$ cat config.mk
export PLATFORM = sky130hd
export DESIGN_NAME = pipe_ctrl_flat
export DESIGN_NICKNAME = d
export VERILOG_FILES = /design/src/rtl/pipe_ctrl_pkg.sv /design/src/rtl/pipe_ctrl_if.sv /design/src/rtl/pipe_ctrl_mem_wait_timer.sv /design/src/rtl/pipe_ctrl.sv /design/src/flat_wrapper.sv
export SDC_FILE = /design/constraint.sdc
export NUM_CORES = 1
export LEC_CHECK = 0
export CORE_ASPECT_RATIO = 1.2
export CORE_MARGIN = 1.5
export CORE_UTILIZATION = 29
export CTS_BUF_LIST = sky130_fd_sc_hd__clkbuf_4 sky130_fd_sc_hd__clkbuf_8
export DETAILED_ROUTE_END_ITERATION = 8
export PLACE_DENSITY_LB_ADDON = 0.05
export SLEW_MARGIN = 20
export SYNTH_ARGS = -nofsm -noshare
export SYNTH_HDL_FRONTEND = slang
export SYNTH_HIERARCHICAL = 1
export SYNTH_SLANG_ARGS = --single-unit
export TNS_END_PERCENT = 50
$ cat constraint.sdc
create_clock -name clk_i -period 3.4 [get_ports clk_i]
set_clock_uncertainty 0.2 [all_clocks]
set_input_delay 1.02 -clock clk_i [delete_from_list [all_inputs] [get_ports clk_i]]
set_output_delay 1.02 -clock clk_i [all_outputs]
set_load 0.01 [all_outputs]
$ cat src/rtl/pipe_ctrl_pkg.sv
// Shared opcodes, FSM codes and widths for the pipeline hazard controller.
// Imported by the interface, the wait timer and the controller top.
package pipe_ctrl_pkg;

  localparam int REG_W = 5;
  localparam int OP_W  = 7;
  localparam int ST_W  = 2;

  localparam logic [OP_W-1:0] OP_LOAD = 7'b0000011;

  typedef enum logic [ST_W-1:0] {
    ST_RUN     = 2'd0,
    ST_MC_BUSY = 2'd1,
    ST_HALT    = 2'd2
  } state_t;

  typedef struct packed {
    logic f;
    logic d;
    logic e;
    logic m;
  } stall_t;

  typedef struct packed {
    logic d;
    logic e;
    logic m;
    logic w;
  } bubble_t;

  function automatic logic load_use(
    input logic [OP_W-1:0]  op,
    input logic [REG_W-1:0] rd,
    input logic [REG_W-1:0] rs1,
    input logic [REG_W-1:0] rs2
  );
    return (op == OP_LOAD) && (rd != '0) &&
           ((rd == rs1) || (rd == rs2));
  endfunction

endpackage

$ cat src/rtl/pipe_ctrl_if.sv
// Datapath <-> hazard controller bundle: decoded fields and handshakes in,
// per-stage stall/bubble strobes and status out.
interface pipe_ctrl_if;
  import pipe_ctrl_pkg::*;

  logic [REG_W-1:0] d_rs1_i;
  logic [REG_W-1:0] d_rs2_i;
  logic [OP_W-1:0]  E_opcode_i;
  logic [REG_W-1:0] E_rd_i;
  logic             e_mispredict_i;
  logic             e_mc_start_i;
  logic             m_mem_req_i;
  logic             m_mem_ready_i;
  logic             w_halt_i;

  logic             F_stall_o;
  logic             D_stall_o;
  logic             E_stall_o;
  logic             M_stall_o;
  logic             D_bubble_o;
  logic             E_bubble_o;
  logic             M_bubble_o;
  logic             W_bubble_o;
  logic             halted_o;
  logic             mem_timeout_o;
  logic [ST_W-1:0]  ctrl_state_o;

  modport master (
    output d_rs1_i, d_rs2_i, E_opcode_i, E_rd_i,
    output e_mispredict_i, e_mc_start_i,
    output m_mem_req_i, m_mem_ready_i, w_halt_i,
    input  F_stall_o, D_stall_o, E_stall_o, M_stall_o,
    input  D_bubble_o, E_bubble_o, M_bubble_o, W_bubble_o,
    input  halted_o, mem_timeout_o, ctrl_state_o
  );

  modport slave (
    input  d_rs1_i, d_rs2_i, E_opcode_i, E_rd_i,
    input  e_mispredict_i, e_mc_start_i,
    input  m_mem_req_i, m_mem_ready_i, w_halt_i,
    output F_stall_o, D_stall_o, E_stall_o, M_stall_o,
    output D_bubble_o, E_bubble_o, M_bubble_o, W_bubble_o,
    output halted_o, mem_timeout_o, ctrl_state_o
  );

endinterface

$ cat src/rtl/pipe_ctrl_mem_wait_timer.sv
// Counts consecutive data-memory wait cycles; flags a sticky timeout and
// emits a one-cycle pulse to the controller FSM when the limit is reached.
module mem_wait_timer #(
  parameter int MEM_TIMEOUT = 255
) (
  input  logic clk_i,
  input  logic rst_n_i,
  input  logic i_hold,
  output logic o_timeout,
  output logic o_tmo_pulse
);

  localparam int W = $clog2(MEM_TIMEOUT + 1);
  localparam logic [W-1:0] LIMIT = W'(MEM_TIMEOUT);
  localparam logic [W-1:0] LAST  = W'(MEM_TIMEOUT - 1);

  logic [W-1:0] r_cnt;
  logic         r_tmo;
  logic         r_pulse;
  logic         w_hit;

  assign w_hit = i_hold && (r_cnt == LAST);

  // Count saturates at the limit so a long stall never wraps.
  always_ff @(posedge clk_i or negedge rst_n_i) begin
    if (!rst_n_i) begin
      r_cnt <= '0;
    end else if (!i_hold) begin
      r_cnt <= '0;
    end else if (r_cnt != LIMIT) begin
      r_cnt <= r_cnt + 1'b1;
    end
  end

  always_ff @(posedge clk_i or negedge rst_n_i) begin
    if (!rst_n_i) begin
      r_tmo   <= 1'b0;
      r_pulse <= 1'b0;
    end else begin
      r_tmo   <= r_tmo | w_hit;
      r_pulse <= w_hit & ~r_tmo;
    end
  end

  assign o_timeout   = r_tmo;
  assign o_tmo_pulse = r_pulse;

endmodule

$ cat src/rtl/pipe_ctrl.sv
// Five-stage pipeline hazard controller: load-use, mispredict flush,
// multi-cycle execute, memory wait states and halt.
module pipe_ctrl
  import pipe_ctrl_pkg::*;
#(
  parameter int MC_CYCLES   = 4,
  parameter int MEM_TIMEOUT = 255
) (
  input logic       clk_i,
  input logic       rst_n_i,
  pipe_ctrl_if.slave bus
);

  localparam int MCW = (MC_CYCLES > 2) ? $clog2(MC_CYCLES) : 1;
  localparam logic [MCW-1:0] MC_LOAD = MCW'(MC_CYCLES - 1);

  state_t         r_state;
  state_t         w_state_n;
  logic [MCW-1:0] r_mc_cnt;
  logic [MCW-1:0] w_mc_cnt_n;

  logic    w_mem_hold;
  logic    w_load_use;
  logic    w_mc_busy;
  logic    w_timeout;
  logic    w_tmo_pulse;
  stall_t  w_stall;
  bubble_t w_bubble;

  assign w_mem_hold = bus.m_mem_req_i & ~bus.m_mem_ready_i;

  assign w_load_use = load_use(bus.E_opcode_i, bus.E_rd_i,
                               bus.d_rs1_i, bus.d_rs2_i);

  assign w_mc_busy =
    ((r_state == ST_RUN) & bus.e_mc_start_i) |
    ((r_state == ST_MC_BUSY) & (r_mc_cnt != '0));

  mem_wait_timer #(
    .MEM_TIMEOUT (MEM_TIMEOUT)
  ) u_wait (
    .clk_i       (clk_i),
    .rst_n_i     (rst_n_i),
    .i_hold      (w_mem_hold),
    .o_timeout   (w_timeout),
    .o_tmo_pulse (w_tmo_pulse)
  );

  always_ff @(posedge clk_i or negedge rst_n_i) begin
    if (!rst_n_i) begin
      r_state  <= ST_RUN;
      r_mc_cnt <= '0;
    end else begin
      r_state  <= w_state_n;
      r_mc_cnt <= w_mc_cnt_n;
    end
  end

  always_comb begin
    w_state_n  = r_state;
    w_mc_cnt_n = r_mc_cnt;
    case (r_state)
      ST_RUN: begin
        // A held E keeps e_mc_start_i up, so the op starts once hold clears.
        if (bus.e_mc_start_i && !w_mem_hold) begin
          w_state_n  = ST_MC_BUSY;
          w_mc_cnt_n = MC_LOAD;
        end
      end
      ST_MC_BUSY: begin
        if (r_mc_cnt != '0) begin
          w_mc_cnt_n = r_mc_cnt - 1'b1;
        end
        if (r_mc_cnt == '0 && !w_mem_hold) begin
          w_state_n = ST_RUN;
        end
      end
      ST_HALT: begin
        w_state_n = ST_HALT;
      end
      default: begin
        w_state_n  = ST_RUN;
        w_mc_cnt_n = '0;
      end
    endcase
    if (bus.w_halt_i || w_tmo_pulse) begin
      w_state_n = ST_HALT;
    end
  end

  always_comb begin
    w_stall  = '0;
    w_bubble = '0;
    if (!rst_n_i) begin
      w_bubble = '1;
    end else if (r_state == ST_HALT || w_mem_hold) begin
      w_stall    = '1;
      w_bubble.w = 1'b1;
    end else if (w_mc_busy) begin
      w_stall.f  = 1'b1;
      w_stall.d  = 1'b1;
      w_stall.e  = 1'b1;
      w_bubble.m = 1'b1;
    end else if (bus.e_mispredict_i) begin
      w_bubble.d = 1'b1;
      w_bubble.e = 1'b1;
    end else if (w_load_use) begin
      w_stall.f  = 1'b1;
      w_stall.d  = 1'b1;
      w_bubble.e = 1'b1;
    end
  end

  assign bus.F_stall_o     = w_stall.f;
  assign bus.D_stall_o     = w_stall.d;
  assign bus.E_stall_o     = w_stall.e;
  assign bus.M_stall_o     = w_stall.m;
  assign bus.D_bubble_o    = w_bubble.d;
  assign bus.E_bubble_o    = w_bubble.e;
  assign bus.M_bubble_o    = w_bubble.m;
  assign bus.W_bubble_o    = w_bubble.w;
  assign bus.halted_o      = (r_state == ST_HALT);
  assign bus.mem_timeout_o = w_timeout;
  assign bus.ctrl_state_o  = r_state;

endmodule

$ cat src/flat_wrapper.sv
// flat-port wrapper written by rule: the top's interface ports become plain ports
module pipe_ctrl_flat import pipe_ctrl_pkg::*;
#(
  parameter int MC_CYCLES   = 4,
  parameter int MEM_TIMEOUT = 255
)
  (clk_i, rst_n_i, bus_d_rs1_i, bus_d_rs2_i, bus_E_opcode_i, bus_E_rd_i, bus_e_mispredict_i, bus_e_mc_start_i, bus_m_mem_req_i, bus_m_mem_ready_i, bus_w_halt_i, bus_F_stall_o, bus_D_stall_o, bus_E_stall_o, bus_M_stall_o, bus_D_bubble_o, bus_E_bubble_o, bus_M_bubble_o, bus_W_bubble_o, bus_halted_o, bus_mem_timeout_o, bus_ctrl_state_o);
  pipe_ctrl_if bus_i ();
  input logic clk_i;
  input logic rst_n_i;
  input wire logic [$bits(bus_i.d_rs1_i)-1:0] bus_d_rs1_i;
  input wire logic [$bits(bus_i.d_rs2_i)-1:0] bus_d_rs2_i;
  input wire logic [$bits(bus_i.E_opcode_i)-1:0] bus_E_opcode_i;
  input wire logic [$bits(bus_i.E_rd_i)-1:0] bus_E_rd_i;
  input wire logic [$bits(bus_i.e_mispredict_i)-1:0] bus_e_mispredict_i;
  input wire logic [$bits(bus_i.e_mc_start_i)-1:0] bus_e_mc_start_i;
  input wire logic [$bits(bus_i.m_mem_req_i)-1:0] bus_m_mem_req_i;
  input wire logic [$bits(bus_i.m_mem_ready_i)-1:0] bus_m_mem_ready_i;
  input wire logic [$bits(bus_i.w_halt_i)-1:0] bus_w_halt_i;
  output wire logic [$bits(bus_i.F_stall_o)-1:0] bus_F_stall_o;
  output wire logic [$bits(bus_i.D_stall_o)-1:0] bus_D_stall_o;
  output wire logic [$bits(bus_i.E_stall_o)-1:0] bus_E_stall_o;
  output wire logic [$bits(bus_i.M_stall_o)-1:0] bus_M_stall_o;
  output wire logic [$bits(bus_i.D_bubble_o)-1:0] bus_D_bubble_o;
  output wire logic [$bits(bus_i.E_bubble_o)-1:0] bus_E_bubble_o;
  output wire logic [$bits(bus_i.M_bubble_o)-1:0] bus_M_bubble_o;
  output wire logic [$bits(bus_i.W_bubble_o)-1:0] bus_W_bubble_o;
  output wire logic [$bits(bus_i.halted_o)-1:0] bus_halted_o;
  output wire logic [$bits(bus_i.mem_timeout_o)-1:0] bus_mem_timeout_o;
  output wire logic [$bits(bus_i.ctrl_state_o)-1:0] bus_ctrl_state_o;
  assign bus_i.d_rs1_i = bus_d_rs1_i;
  assign bus_i.d_rs2_i = bus_d_rs2_i;
  assign bus_i.E_opcode_i = bus_E_opcode_i;
  assign bus_i.E_rd_i = bus_E_rd_i;
  assign bus_i.e_mispredict_i = bus_e_mispredict_i;
  assign bus_i.e_mc_start_i = bus_e_mc_start_i;
  assign bus_i.m_mem_req_i = bus_m_mem_req_i;
  assign bus_i.m_mem_ready_i = bus_m_mem_ready_i;
  assign bus_i.w_halt_i = bus_w_halt_i;
  assign bus_F_stall_o = bus_i.F_stall_o;
  assign bus_D_stall_o = bus_i.D_stall_o;
  assign bus_E_stall_o = bus_i.E_stall_o;
  assign bus_M_stall_o = bus_i.M_stall_o;
  assign bus_D_bubble_o = bus_i.D_bubble_o;
  assign bus_E_bubble_o = bus_i.E_bubble_o;
  assign bus_M_bubble_o = bus_i.M_bubble_o;
  assign bus_W_bubble_o = bus_i.W_bubble_o;
  assign bus_halted_o = bus_i.halted_o;
  assign bus_mem_timeout_o = bus_i.mem_timeout_o;
  assign bus_ctrl_state_o = bus_i.ctrl_state_o;
  pipe_ctrl #(.MC_CYCLES(MC_CYCLES), .MEM_TIMEOUT(MEM_TIMEOUT)) u_core (.clk_i(clk_i), .rst_n_i(rst_n_i), .bus(bus_i));
endmodule
# [Word-level counts from Yosys, hierarchy flattened]
# Index checks and enable logic that the tools add are counted.
[classes] n_eq_ne=12 n_bitwise=9 reduce_logical=15 add_sub_neg=2 n_mux=22
[op_table] operator="2-bit 2-to-1 mux" count=9
[op_table] operator="8-bit 2-to-1 mux" count=2
[op_table] operator="2-bit one-hot mux with 3 select lines" count=2
[op_table] operator="5-bit == test" count=2
[op_table] operator="8-bit by 1-bit adder with 8-bit output (second input constant)" count=1
[op_table] operator="8-bit == test (second input constant)" count=1
[op_table] operator="4-bit 2-to-1 mux" count=2
[op_table] operator="8-bit != test (second input constant)" count=1
[op_table] operator="7-bit by 2-bit == test with 1-bit output (second input constant)" count=1
[op_table] operator="3-bit 2-to-1 mux" count=2
[op_table] operator="3-bit != test (second input constant)" count=2
[op_table] operator="1-bit logical AND" count=5
[op_table] operator="1-bit 2-to-1 mux" count=5
[op_table] operator="5-bit nonzero test" count=1
[op_table] operator="1-bit AND" count=4
[op_table] operator="2-bit zero test" count=2
[op_table] operator="2-bit != test (second input constant)" count=2
[op_table] operator="1-bit logical OR" count=3
[op_table] operator="1-bit inverter" count=3
[op_table] operator="3-bit AND reduction" count=1
[op_table] operator="2-bit by 1-bit == test with 1-bit output (second input constant)" count=1
[op_table] operator="2-bit == test (second input constant)" count=1
[op_table] operator="2-bit by 1-bit != test with 1-bit output (second input constant)" count=1
[op_table] operator="1-bit bitwise OR" count=2
[op_table] operator="other kinds (4)" count=4
[totals] in_bits=29 ff_bits=14 out_inout_bits=12 wordCells=65

# [Longest topological paths before layout]
[depth] ltp_word=8 ltp_mapped=6 mapped_depth_nobuf=6

# [By module]
# Netlist, hierarchy kept.
[by_module_without_submodules] module="mem_wait_timer" cells_per_inst=47 instances=1 area_each_um2=495.5 seq_area_each_um2=250.2
[by_module_without_submodules] module="pipe_ctrl" cells_per_inst=56 instances=1 area_each_um2=464.2 seq_area_each_um2=100.1

# [Least setup slack after synthesis]
# OpenSTA, ideal clock, no wires.
[synth_path] path_kind="input to output" from="input bus_E_rd_i[1]" to="output bus_F_stall_o" required_time_ns=2.180 arrival_time_ns=2.079 stages=5 path_slack_ns=0.101 path_buffers=1 path_cell_list="or4_1 -> o211a_1 -> nand2_1 -> o21ai_1 -> buf_4"
[synth_via] elab_chain_cells=8 elab_cells_between_ends=11
[synth_lines] item="from (decl)" line="flat_wrapper.sv:14" rtl="input wire logic [$bits(bus_i.E_rd_i)-1:0] bus_E_rd_i;"
[synth_lines] item="5-bit == test or 5-bit nonzero test (tied branches)" line="pipe_ctrl_pkg.sv:38, pipe_ctrl_pkg.sv:37"
[synth_lines] item="1-bit logical OR or 1-bit logical AND (tied branches)" line="pipe_ctrl_pkg.sv:38, pipe_ctrl_pkg.sv:37"
[synth_lines] item="1-bit logical AND (*)" line="pipe_ctrl_pkg.sv:37" rtl="return (op == OP_LOAD) && (rd != '0) &&"
[synth_lines] item="2-bit 2-to-1 mux (*)" line="pipe_ctrl.sv:107" rtl="end else if (w_load_use) begin"
[synth_lines] item="2-bit 2-to-1 mux (*)" line="pipe_ctrl.sv:104" rtl="end else if (bus.e_mispredict_i) begin"
[synth_lines] item="2-bit 2-to-1 mux (*)" line="pipe_ctrl.sv:99" rtl="end else if (w_mc_busy) begin"
[synth_lines] item="3-bit 2-to-1 mux (*)" line="pipe_ctrl.sv:96" rtl="end else if (r_state == ST_HALT || w_mem_hold) begin"
[synth_lines] item="4-bit 2-to-1 mux (*)" line="pipe_ctrl.sv:94" rtl="if (!rst_n_i) begin"
[synth_lines] item="to (decl)" line="flat_wrapper.sv:20" rtl="output wire logic [$bits(bus_i.F_stall_o)-1:0] bus_F_stall_o;"
# Mark *: on every way between the ends. The rest lies on a longest branch, timed or not.

# [Worst setup path in the final report]
[layout_path] from="input bus_E_rd_i[1]" to="output bus_D_stall_o"
[layout_via] elab_chain_cells=8 elab_cells_between_ends=11
[layout_lines] item="5-bit == test or 5-bit nonzero test (tied branches)" line="pipe_ctrl_pkg.sv:38, pipe_ctrl_pkg.sv:37"
[layout_lines] item="1-bit logical OR or 1-bit logical AND (tied branches)" line="pipe_ctrl_pkg.sv:38, pipe_ctrl_pkg.sv:37"
[layout_lines] item="1-bit logical AND (*)" line="pipe_ctrl_pkg.sv:37"
[layout_lines] item="2-bit 2-to-1 mux (*)" line="pipe_ctrl.sv:107"
[layout_lines] item="2-bit 2-to-1 mux (*)" line="pipe_ctrl.sv:104"
[layout_lines] item="2-bit 2-to-1 mux (*)" line="pipe_ctrl.sv:99"
[layout_lines] item="3-bit 2-to-1 mux (*)" line="pipe_ctrl.sv:96"
[layout_lines] item="4-bit 2-to-1 mux (*)" line="pipe_ctrl.sv:94"
[layout_lines] item="to (decl)" line="flat_wrapper.sv:21" rtl="output wire logic [$bits(bus_i.D_stall_o)-1:0] bus_D_stall_o;"
# Marks and branches as above.

==> metrics <==
status=finished, final reports clean; PwrDens=between 200 and 250 nW/um^2; vias in the first global route=just under 1k; Tightest Pin Transition=between 0.3 and 0.4 ns; switching share of total power=between 20% and 30%; Crit-path slowest cell=or4_4; Yosys warnings=6; Final Non-Filler Cells=around 190; Reg power frac=48.2%; Post-Syn Area per Cell=9.32 sq um; via count=976; final core occ=48.9%; CP peak stage delay=0.51 ns; top cell type's share of synthesized area=36.5%; area grow syn2layout=58.5%; TritonCTS clock tree=built; initial antenna violation count=0; Setup WS pre-CTS=-0.654 ns; EDFF count, synth=0; critical path, cell by cell=buf_6 -> or4_4 -> o211a_1 -> nand2_1 -> o21ai_2 -> buf_2; #FFs+latches synth=14; final period utilization=98.6%; Pleak=0.716 nW; clk slew on worst S/H paths=about 0.08 ns; HP Class=reg2reg; Max FO, Critical Path=2; post-synthesis cell area=approximately 960 sq um; H-tree Lvls=1; most frequent cells in the layout=dlygate4sd2_1 (16), dfrtp_1 (14), xor2_1 (10); row count=22; CP Capture Type=output pin; DRT Wirelength=2550 um; Comb power frac=26.5%; global route total overflow=0; register-to-register path setup slack=1.85 ns; DRT antenna net count=0; commonest non-fill, non-tap cell in the layout=dlygate4sd2_1; Ports=41; PortBufs=40; post-synthesis sequential area ratio=36.5%; Post-route DRC=0; Final Worst Setup Slack=0.0489 ns; DIE AREA=3660 sq um; Netlist cell types=38; worst r2r src=u_core/bus.ctrl_state_o[0]; clock share of power=25.3%; Root Driver=clkbuf_4; P_sw=0.0000984 W; Setup Viol. Count Final=0; first-pass GRT wire length=4280 um; clock tree buffer depth=2; Hold Path Cell Cnt=1; Layout fillers=303; Mapped Cells=103; Max-Cap Viols=0; Pint=0.000267 W; RePlAce Congestion=0.758; number of diodes=0; wire per inst=13.3 um; layout cell share with drive strength beyond 1=roughly a quarter; die extent in x=55.5 um; CTS Buf Count=3; CP Class=in2out; first drt pass iteration count=4; largest net degree at the start of global routing=11; CTS Sinks=14; Final Max Tran Viols=0; Nets=189; asr flop ratio synth=100%; RSZ-0062 raised after global routing=no; placed cell count=184; Critical R2R Capture=u_core/r_mc_cnt[0]; Arr. time, crit path=2.13 ns; fmax=0.298 GHz; Worst Reg-to-Reg Cells=3; Initial Utilization=30.9%; Via density=roughly 5.1; core area=3110 sq um; maximum VDD drop=~0.23 mV; crit path launch type=input port; slew margin rel.=80.0%; GRT Util Overall=14.6%; clk_lat worst skew=0.27 ns; Initial DRC Count=25; Main synth FF type=dfrtp_1; Die Ht=around 66 um; Final min period=3.35 ns; hold path start=u_core/u_wait/o_tmo_pulse; Synth area leader=dfrtp_1; hpwl dp=2000 um; count of final hold-check violations=0; worst path required time=between 2 and 2.5 ns; Syn Nets=135; synth top area cells=dfrtp_1 (37%), xor2_1 (9.1%), ha_1 (3.9%); Min-Delay Endpoint=u_core/bus.ctrl_state_o[0]
## metal layers
metal / vias up / share of wire (%) / global-route usage, %
li1: 490 / - / -
met1: 455 / 42 / 16.8
met2: 29 / 52 / 26.3
met3: 2 / 5.5 / 3.91
met4: 0 / 0.51 / 4.27
met5: - / 0 / 0
## what timing repair did
item / CTS / global route
endpoints found under the setup margin: 8 / 5
buffers inserted: 4 / 0
gates cloned: 0 / 0
gates resized for setup: 55 / 14
pin swaps: 14 / 15
hold buffers: 0 / 0
## logic make-up (layout without fill, tap and decap cells)
group | Yosys count | after routing | share of synthesized area, %
simple gates | 38 | 38 | 23.3
compound gates | 30 | 30 | 23.6
flops | 14 | 14 | 36.5
xor+xnor | 10 | 10 | 9.13
buf+inv | 8 | 60 | 3.52
fa+ha+maj | 3 | 3 | 3.91
## worst max-delay path by stage
stage / start / slack (ns) / cells past startpoint / to
floorplan: bus_E_rd_i[1] / 0.10 / 5 / bus_F_stall_o
global placement: bus_E_rd_i[1] / -0.63 / 6 / bus_D_stall_o
detailed placement: bus_E_rd_i[1] / -0.65 / 6 / bus_D_stall_o
CTS: bus_d_rs2_i[3] / 0.0005 / 6 / bus_E_bubble_o
global route: bus_E_rd_i[1] / 0.0003 / 6 / bus_E_bubble_o
finish: bus_E_rd_i[1] / 0.05 / 6 / bus_D_stall_o
## synth_stat cells, drive strengths merged (2+ instances only)
cell type  number
o31ai           2
nor2            6
and3            2
o21ai           5
a211oi          3
nor2b           4
a21oi           5
nor3            7
nor3b           2
a31oi           4
ha              3
inv             7
o21bai          2
nand4           3
nand2           7
xor2           10
o22a            2
nand3           2
dfrtp          14
## worst max-delay path: cells and delay by family
kind | cells | cell delay [ns]
buf+inv | 2 | 0.23
compound gates | 2 | 0.28
simple gates | 2 | 0.59
## power by group through the flow
stage	Combinational, W	Sequential [W]	Clock, W
detailed placement	0.0000986	0.000179	0
CTS	0.0000964	0.000176	0.0000955
floorplan	0.0000376	0.000178	0
global placement	0.0000965	0.000179	0
global route	0.000108	0.000177	0.000103
finish	0.0000968	0.000176	0.0000923
## final cells by class
cell class                 count  area, sq um  area share (%)
multi-input combinational     81          621            40.8
timing repair buffer          50          457            30.0
sequential                    14          350            23.0
tap                           36         45.0            2.96
inverter                       7         26.3            1.73
clock buffer                   3         22.5            1.48
## sequential cells by signal (all words and copies together) (netlist names)
name	count
u_core/u_wait/o_timeout	1
u_core/r_mc_cnt	2
u_core/bus.ctrl_state_o	2
u_core/u_wait/r_cnt	8
u_core/u_wait/o_tmo_pulse	1
## through the flow
| step | instance area, sq um | setup TNS, ns | hold WS [ns] | total power [W] |
|---|---|---|---|---|
| after floorplan | 960 | 0 | 0.218 | 0.000216 |
| after global placement | 1440 | -3.72 | 0.240 | 0.000275 |
| after detailed placement | 1440 | -3.81 | 0.243 | 0.000278 |
| after CTS | 1490 | 0 | 0.255 | 0.000368 |
| after global routing | 1520 | 0 | 0.274 | 0.000388 |
| final | 1520 | 0 | 0.248 | 0.000365 |
(Power assumes the default switching activity.)
